===== src/rtl/counter_seq_ctrl.sv =====
// counter_seq_ctrl: tick-gated load-to-limit sequencer (one-shot/auto-reload, pause, clear); out o_count/o_tc/o_busy/o_done/o_state
module N_bit_counter #(
  parameter int N = 4
) (
  input  logic [N-1:0] r1,
  input  logic         up,
  output logic [N-1:0] result
);
  assign result = up ? r1 + N'(1) : r1 - N'(1);
endmodule

module counter_seq_ctrl #(
  parameter int N = 4
) (
  input  logic         clk,
  input  logic         rst_n,
  input  logic         i_clear,
  input  logic         i_start,
  input  logic         i_pause,
  input  logic         i_tick,
  input  logic         i_up,
  input  logic         i_mode,
  input  logic [N-1:0] i_load_val,
  input  logic [N-1:0] i_limit,
  output logic [N-1:0] o_count,
  output logic         o_tc,
  output logic         o_busy,
  output logic         o_done,
  output logic [1:0]   o_state
);
  typedef enum logic [1:0] {IDLE, RUN, PAUSE, DONE} state_t;
  state_t state, state_d;
  logic [N-1:0] count, count_d, load_q, load_d, limit_q, limit_d, step;
  logic tc_d, up_q, up_d, mode_q, mode_d;
  N_bit_counter #(.N(N)) u_step (.r1(count), .up(up_q), .result(step));
  always_ff @(posedge clk or negedge rst_n)
    if (!rst_n) begin
      state   <= IDLE;
      count   <= '0;
      o_tc    <= 1'b0;
      up_q    <= 1'b0;
      mode_q  <= 1'b0;
      load_q  <= '0;
      limit_q <= '0;
    end else begin
      state   <= state_d;
      count   <= count_d;
      o_tc    <= tc_d;
      up_q    <= up_d;
      mode_q  <= mode_d;
      load_q  <= load_d;
      limit_q <= limit_d;
    end
  always_comb begin
    state_d = state;
    count_d = count;
    tc_d    = 1'b0;
    up_d    = up_q;
    mode_d  = mode_q;
    load_d  = load_q;
    limit_d = limit_q;
    if (i_clear) begin
      state_d = IDLE;
      count_d = '0;
    end else if (i_start && (state == IDLE || state == DONE)) begin
      up_d    = i_up;
      mode_d  = i_mode;
      load_d  = i_load_val;
      limit_d = i_limit;
      count_d = i_load_val;
      state_d = RUN;
    end else if (state == RUN) begin
      if (i_pause) state_d = PAUSE;
      else if (i_tick) begin
        tc_d    = count == limit_q;
        count_d = !tc_d ? step : mode_q ? load_q : count;
        state_d = tc_d && !mode_q ? DONE : RUN;
      end
    end else if (state == PAUSE && !i_pause) state_d = RUN;
  end
  assign o_count = count;
  assign o_busy  = state == RUN || state == PAUSE;
  assign o_done  = state == DONE;
  assign o_state = state;
endmodule


===== config.mk =====
export PLATFORM = sky130hd
export DESIGN_NAME = counter_seq_ctrl
export DESIGN_NICKNAME = d
export VERILOG_FILES = /design/src/rtl/counter_seq_ctrl.sv
export SDC_FILE = /design/constraint.sdc
export NUM_CORES = 1
export LEC_CHECK = 0
export ABC_AREA = 1
export CAP_MARGIN = 20
export CORE_AREA = 2 2 59 61
export CTS_BUF_LIST = sky130_fd_sc_hd__clkbuf_4 sky130_fd_sc_hd__clkbuf_8 sky130_fd_sc_hd__clkbuf_16
export DETAILED_ROUTE_END_ITERATION = 16
export DIE_AREA = 0 0 61 63
export PLACE_DENSITY = 0.65
export SKIP_LAST_GASP = 1
export SLEW_MARGIN = 20
export SYNTH_ARGS = -nofsm -noshare
export SYNTH_HDL_FRONTEND = slang
export SYNTH_SLANG_ARGS = --single-unit

===== constraint.sdc =====
create_clock -name clk -period 2.3 [get_ports clk]
set_input_delay 0.23 -clock clk [delete_from_list [all_inputs] [get_ports clk]]
set_output_delay 0.23 -clock clk [all_outputs]
set_load 0.005 [all_outputs]

==> impl_metrics.py, run 1 <==
metrics = {
    "synth": {
        "syn_area_um2": 1110,
        "yosysUniqueCellTypes": 24,
        "seq_area_frac_synth_pct": 38.2,
        "synth_top_cell_area_share_pct": 38.2,
        "syn_inst": 144,
        "synth_nets": 166,
        "synth_warnings": 0,
        "synth.avg_cell_area_um2": 7.72,
        "yosysTopAreaCell": "dfrtp_1",
        "synth.area.top_cells": "dfrtp_1 38%, nand2_1 17%, inv_1 6.7%, ha_1 5.6%, nand3_1 4.9%",
        "ys_seq_elements": 17,
    },
    "routing": {
        "via_count": 958,
        "ant_nets": 0,
        "first_iter_violations": 30,
        "route.met2.wl_mm": 1.11,
        "top_layer": "met4",
        "wl_met3_um": 56,
        "drt_wl_total_mm": 2.31,
        "drt-met1-wl_mm": 1.08,
        "vias_per_cell": 4.41,
        "routedWlPerCell_um": 10.6,
        "drc": 0,
        "drtPass1Iterations": 4,
    },
    "grt": {
        "grt_remaining_overflow": 0,
        "grt_max_degree": 20,
        "antenna_found_initial": 0,
        "first_global_vias": 935,
        "grt_usage_pct": 13.4,
        "grt_pass1_wl_mm": 3.88,
    },
    "critical_path": {
        "crit_fanout": 5,
        "max_stage_delay_ns": 0.49,
        "path_cells": "inv_1 -> ha_1 -> inv_1 -> clkdlybuf4s50_1",
        "cpMaxStageDelayCell": "clkdlybuf4s50_1",
        "arrival_ns": 1.65,
        "required_ns": 2.07,
        "r2r_slack_ns": 0.56,
        "crit_path_end_kind": "primary output",
        "r2r_end": "o_state[0]",
        "cpMostUsedCell": "inv_1",
        "path_class": "flip-flop to primary output",
        "start_kind": "flip-flop",
        "reg2reg_from": "o_state[0]",
        "ff2ff_path_depth": 9,
    },
    "die": {
        "initial_core_util_pct": 34.4,
        "fp.dieH_um": 63,
        "ioPinCount": 25,
        "die_w_um": 61,
        "row_count": 21,
        "die_area_um2": 3840,
        "core_area_um2": 3230,
    },
    "clock_tree": {
        "cts_made_buffers": 3,
        "htree_levels": 1,
        "clock-sinks": 17,
        "clk_pin_slew_worst_paths_ns": 0.09,
        "root_buffer": "clkbuf_4",
        "clock_path_buffers": 2,
        "worstSkewPairLatency_ns": 0.28,
        "cts_setup_buffers": 0,
        "cts_resized": 0,
        "cts.hold.buffers_added": 0,
        "cts_tree": "built",
    },
    "min_path": {
        "hold_class": "primary input to async pin",
    },
    "timing": {
        "drv_slew": 0,
        "rsz0062_at_grt": "no",
        "setup_tns_ns": 0,
        "min_period_ns": 1.88,
        "worstMarginPinSlew_ns": 0.764,
        "fin_crit_sh_pct": 81.7,
        "hold_viol": 0,
        "slew_headroom_pct": 48.9,
        "setup_viol": 0,
        "max_freq_mhz": 532,
        "clock_skew_ns": 0.00187,
    },
    "cells_and_area": {
        "final.fill_count": 335,
        "multi_input_area_um2": 592,
        "fin_nets": 194,
        "antenna_cells": 0,
        "fin_area_um2": 1440,
        "final_common_cell": "nand2_1",
        "drive_gt1_share_pct": 12.9,
        "area_delta_synth_final_pct": 29.0,
        "final_cell_mix": "49 x nand2_1, 24 x clkdlybuf4s50_1, 20 x inv_1",
        "ff_latch_area_um2": 425,
    },
    "placement": {
        "dp_hpwl_mm": 1.84,
        "io_buffers": 24,
        "place_area_um2": 1410,
        "gp_congestion": 0.861,
    },
    "power_and_ir_drop": {
        "ir_drop_mv": 0.430,
        "p_leak_uw": 0.000717,
        "pwr_density_cell_nw_per_um2": 1220,
    },
    "run_status": {
        "status": "finished clean",
    },
    "job": {
        "cap_viol_max_count": 0,
    },
}
==> synth_stat cells (all sizes together) <==
cell	count
buf	1
dfrtp	17
fa	1
ha	5
inv	24
mux2	1
nand2	56
nand3	11
nand4	3
nor2	8
nor3	1
o211ai	1
o21ai	12
o31ai	1
or2	1
xor2	1
==> critical path: cells and delay by family (launching register included) <==
family	cells	cell delay, ns
buffers and inverters	3	0.62
flip-flops	1	0.43
adder cells (fa/ha/maj)	1	0.32
==> through the flow <==
stage | hold slack (ns) | instances | worst slack, ns | total power, uW | utilization, %
after global placement | 0.529 | 213 | 0.646 | 1570 | 43.5
after global routing | 0.440 | 217 | 0.328 | 1930 | 44.4
after CTS | 0.401 | 217 | 0.400 | 1770 | 44.4
final | 0.388 | 217 | 0.422 | 1750 | 44.4
after detailed placement | 0.537 | 213 | 0.594 | 1600 | 43.5
after floorplan | -0.0656 | 144 | 0.769 | 1290 | -
==> routing by layer <==
metal  vias up  global-route usage [%]
met5         -                       0
met4         0                    7.34
met3         6                    1.45
met2        18                    20.6
met1       430                    17.8
li1        504                       -
==> cell type report <==
class                           count  area share [%]
Clock buffer                        4            2.09
Tap cell                           46            4.01
Sequential cell                    17            29.6
Timing Repair Buffer               24            16.7
Inverter                           24            6.28
Multi-Input combinational cell    102            41.2
==> flip-flops by register name, summed over array words and instances, names as in the netlist <==
name	cells
o_state	2
load_q	4
up_q	1
o_tc	1
limit_q	4
mode_q	1
o_count	4
==> power by group <==
group | internal, uW | switching, uW | total, uW
Sequential | 427 | 102 | 529
Combinational | 441 | 616 | 1060
Clock | 79.0 | 87.8 | 167
==> worst max path at each step <==
| stage | startpoint | endpoint | slack (ns) | depth (start not counted) |
|---|---|---|---|---|
| floorplan | o_state[0] | o_state[0] | 0.77 | 9 |
| global placement | o_state[0] | mode_q | 0.65 | 5 |
| detailed placement | o_state[0] | mode_q | 0.59 | 5 |
| CTS | o_state[0] | o_busy | 0.40 | 4 |
| global route | o_state[0] | o_busy | 0.33 | 4 |
| finish | o_state[0] | o_busy | 0.42 | 4 |
==> cells by family after synthesis <==
| family | count (synthesis) | synth area share [%] |
|---|---|---|
| and+or+nand+nor | 80 | 37.2 |
| muxes | 1 | 1.01 |
| adders and majority gates | 6 | 7.42 |
| buffers and inverters | 25 | 8.55 |
| AOI/OAI and AO/OA | 14 | 6.75 |
| xor gates and xnor gates | 1 | 0.788 |
| DFF | 17 | 38.2 |
Note: power is estimated with default switching activity, not from simulation.
==> run 2: changes to the inputs <==
==> constraint.sdc (replaced) <==
create_clock -name clk -period 1.8 [get_ports clk]
set_input_delay 0.18 -clock clk [delete_from_list [all_inputs] [get_ports clk]]
set_output_delay 0.18 -clock clk [all_outputs]
set_load 0.005 [all_outputs]
==> run 2 against run 1 <==
Net effect:
- clock power grew 33%
- routed wire length hardly changed
- final area increased by 4.4%
- global-route usage up 0.99 points
- largest power group unchanged
- sequential power up 27%
- count of clock-buffer cells in the layout did not move
- non-clock buffer count rose by 6
- critical path depth unchanged
- sequential share of layout area decreased by 1.2 points
- total power up 32%
- via count grew 1.9%
==> impl_metrics.py, run 2 (synthesis gave the netlist of run 1 again) <==
metrics = {
    "cells_and_area": {
        "area_delta_synth_final_pct": 34.6,
        "final.fill_count": 329,
        "drive_gt1_share_pct": 17.5,
        "fin_nets": 200,
        "multi_input_area_um2": 608,
        "layoutNonFillerInstCount": 223,
        "fin_area_um2": 1500,
        "final_cell_mix": "49 x nand2_1, 24 x clkdlybuf4s50_1, 20 x inv_1",
        "antenna_cells": 0,
        "utilization_pct": 46.3,
        "ff_latch_area_um2": 427,
        "final_common_cell": "nand2_1",
    },
    "critical_path": {
        "start_kind": "flip-flop",
        "crit_path_end_kind": "primary output",
        "arrival_ns": 1.55,
        "reg2reg_from": "o_state[0]",
        "crit_fanout": 2,
        "max_stage_delay_ns": 0.49,
        "path_cells": "inv_1 -> ha_4 -> inv_1 -> clkdlybuf4s50_1",
        "cpMostUsedCell": "inv_1",
        "path_class": "flip-flop to primary output",
        "ff2ff_path_depth": 9,
        "cpMaxStageDelayCell": "clkdlybuf4s50_1",
        "r2r_slack_ns": 0.20,
        "r2r_end": "o_state[0]",
        "critPathLaunch": "o_state[0]",
        "required_ns": 1.62,
    },
    "timing": {
        "fin_crit_sh_pct": 96.1,
        "slew_headroom_pct": 81.6,
        "worstMarginPinSlew_ns": 0.275,
        "clock_skew_ns": 0.00978,
        "hold_viol": 0,
        "min_period_ns": 1.73,
        "setup_viol": 0,
        "setup_tns_ns": 0,
        "rsz0062_at_grt": "no",
        "drv_slew": 0,
        "max_freq_mhz": 578,
    },
    "routing": {
        "drtPass1Iterations": 4,
        "ant_nets": 0,
        "drt_wl_total_mm": 2.31,
        "drc": 0,
        "vias_per_cell": 4.38,
        "routedWlPerCell_um": 10.4,
        "via_count": 976,
        "first_iter_violations": 21,
    },
    "die": {
        "die_w_um": 61,
        "row_count": 21,
        "initial_core_util_pct": 34.4,
        "fp.dieH_um": 63,
        "ioPinCount": 25,
        "die_area_um2": 3840,
        "core_area_um2": 3230,
    },
    "grt": {
        "grt_usage_pct": 14.4,
        "first_global_vias": 1018,
        "grt_pass1_wl_mm": 4.24,
        "grt_remaining_overflow": 0,
        "antenna_found_initial": 0,
        "grt_max_degree": 18,
    },
    "clock_tree": {
        "htree_levels": 1,
        "clk_pin_slew_worst_paths_ns": 0.10,
        "worstSkewPairLatency_ns": 0.29,
        "clock_path_buffers": 2,
        "clock-sinks": 17,
        "cts.hold.buffers_added": 0,
        "cts_made_buffers": 3,
        "cts_tree": "built",
        "root_buffer": "clkbuf_4",
    },
    "placement": {
        "place_area_um2": 1430,
        "gp_congestion": 0.880,
        "dp_hpwl_mm": 1.78,
        "dp_cells": 216,
        "io_buffers": 24,
    },
    "power_and_ir_drop": {
        "p_leak_uw": 0.000748,
        "total_power_uw": 2310,
        "pwr_density_cell_nw_per_um2": 1540,
        "ir_drop_mv": 0.605,
    },
    "run_status": {
        "status": "finished clean",
    },
    "min_path": {
        "hold_class": "primary input to async pin",
    },
    "job": {
        "cap_viol_max_count": 0,
    },
}
==> run 2: layout make-up <==
type,count,area share (%)
inverters,24,6.02
multi-input cells,102,40.6
clock buffers,4,2.01
repair buffers,30,19.0
flip-flops and latches,17,28.5
well taps,46,3.84
==> run 2: where the power goes <==
group | internal [uW] | switching, uW
clock network | 101 | 121
registers | 547 | 126
logic | 610 | 802
total | 1260 | 1050
==> run 2: worst max-delay path by stage <==
stage / end / slack (ns) / depth (start not counted)
3_5_place_dp: o_state[0] / 0.11 / 9
3_3_place_gp: o_state[0] / 0.18 / 9
2_1_floorplan: o_state[0] / 0.27 / 9
4_1_cts: o_busy / 0.008 / 3
5_1_grt: o_busy / 0.0002 / 4
6_report: o_busy / 0.07 / 4
==> run 2: timing repair <==
action	4_1_cts	5_1_grt
gates resized for setup	0	3
setup endpoints to repair	1	3
buffers inserted	1	2
endpoints found under the hold margin	0	0
==> run 2: layer usage <==
metal / vias to the layer above / wire (um) / part of all wire (%) / GRT usage [%]
met4: 0 / 58 / 2.5 / 7.07
met2: 20 / 1100 / 47 / 22.3
met5: - / 0 / 0 / 0
met3: 6 / 67 / 2.9 / 1.66
met1: 437 / 1090 / 47 / 19.3
li1: 513 / - / - / -
==> run 2: critical path, delay by kind of cell, from the launching register on <==
family | cells | cell delay, ns
buffers and inverters | 3 | 0.64
adder cells (fa/ha/maj) | 1 | 0.21
flip-flops | 1 | 0.41
==> run 2: metrics by stage <==
| stage | setup slack, ns | hold slack, ns |
|---|---|---|
| after floorplan | 0.269 | -0.116 |
| after global placement | 0.181 | 0.525 |
| after detailed placement | 0.107 | 0.528 |
| after CTS | 0.00775 | 0.206 |
| after global routing | 0.000154 | 0.229 |
| final | 0.0696 | 0.195 |
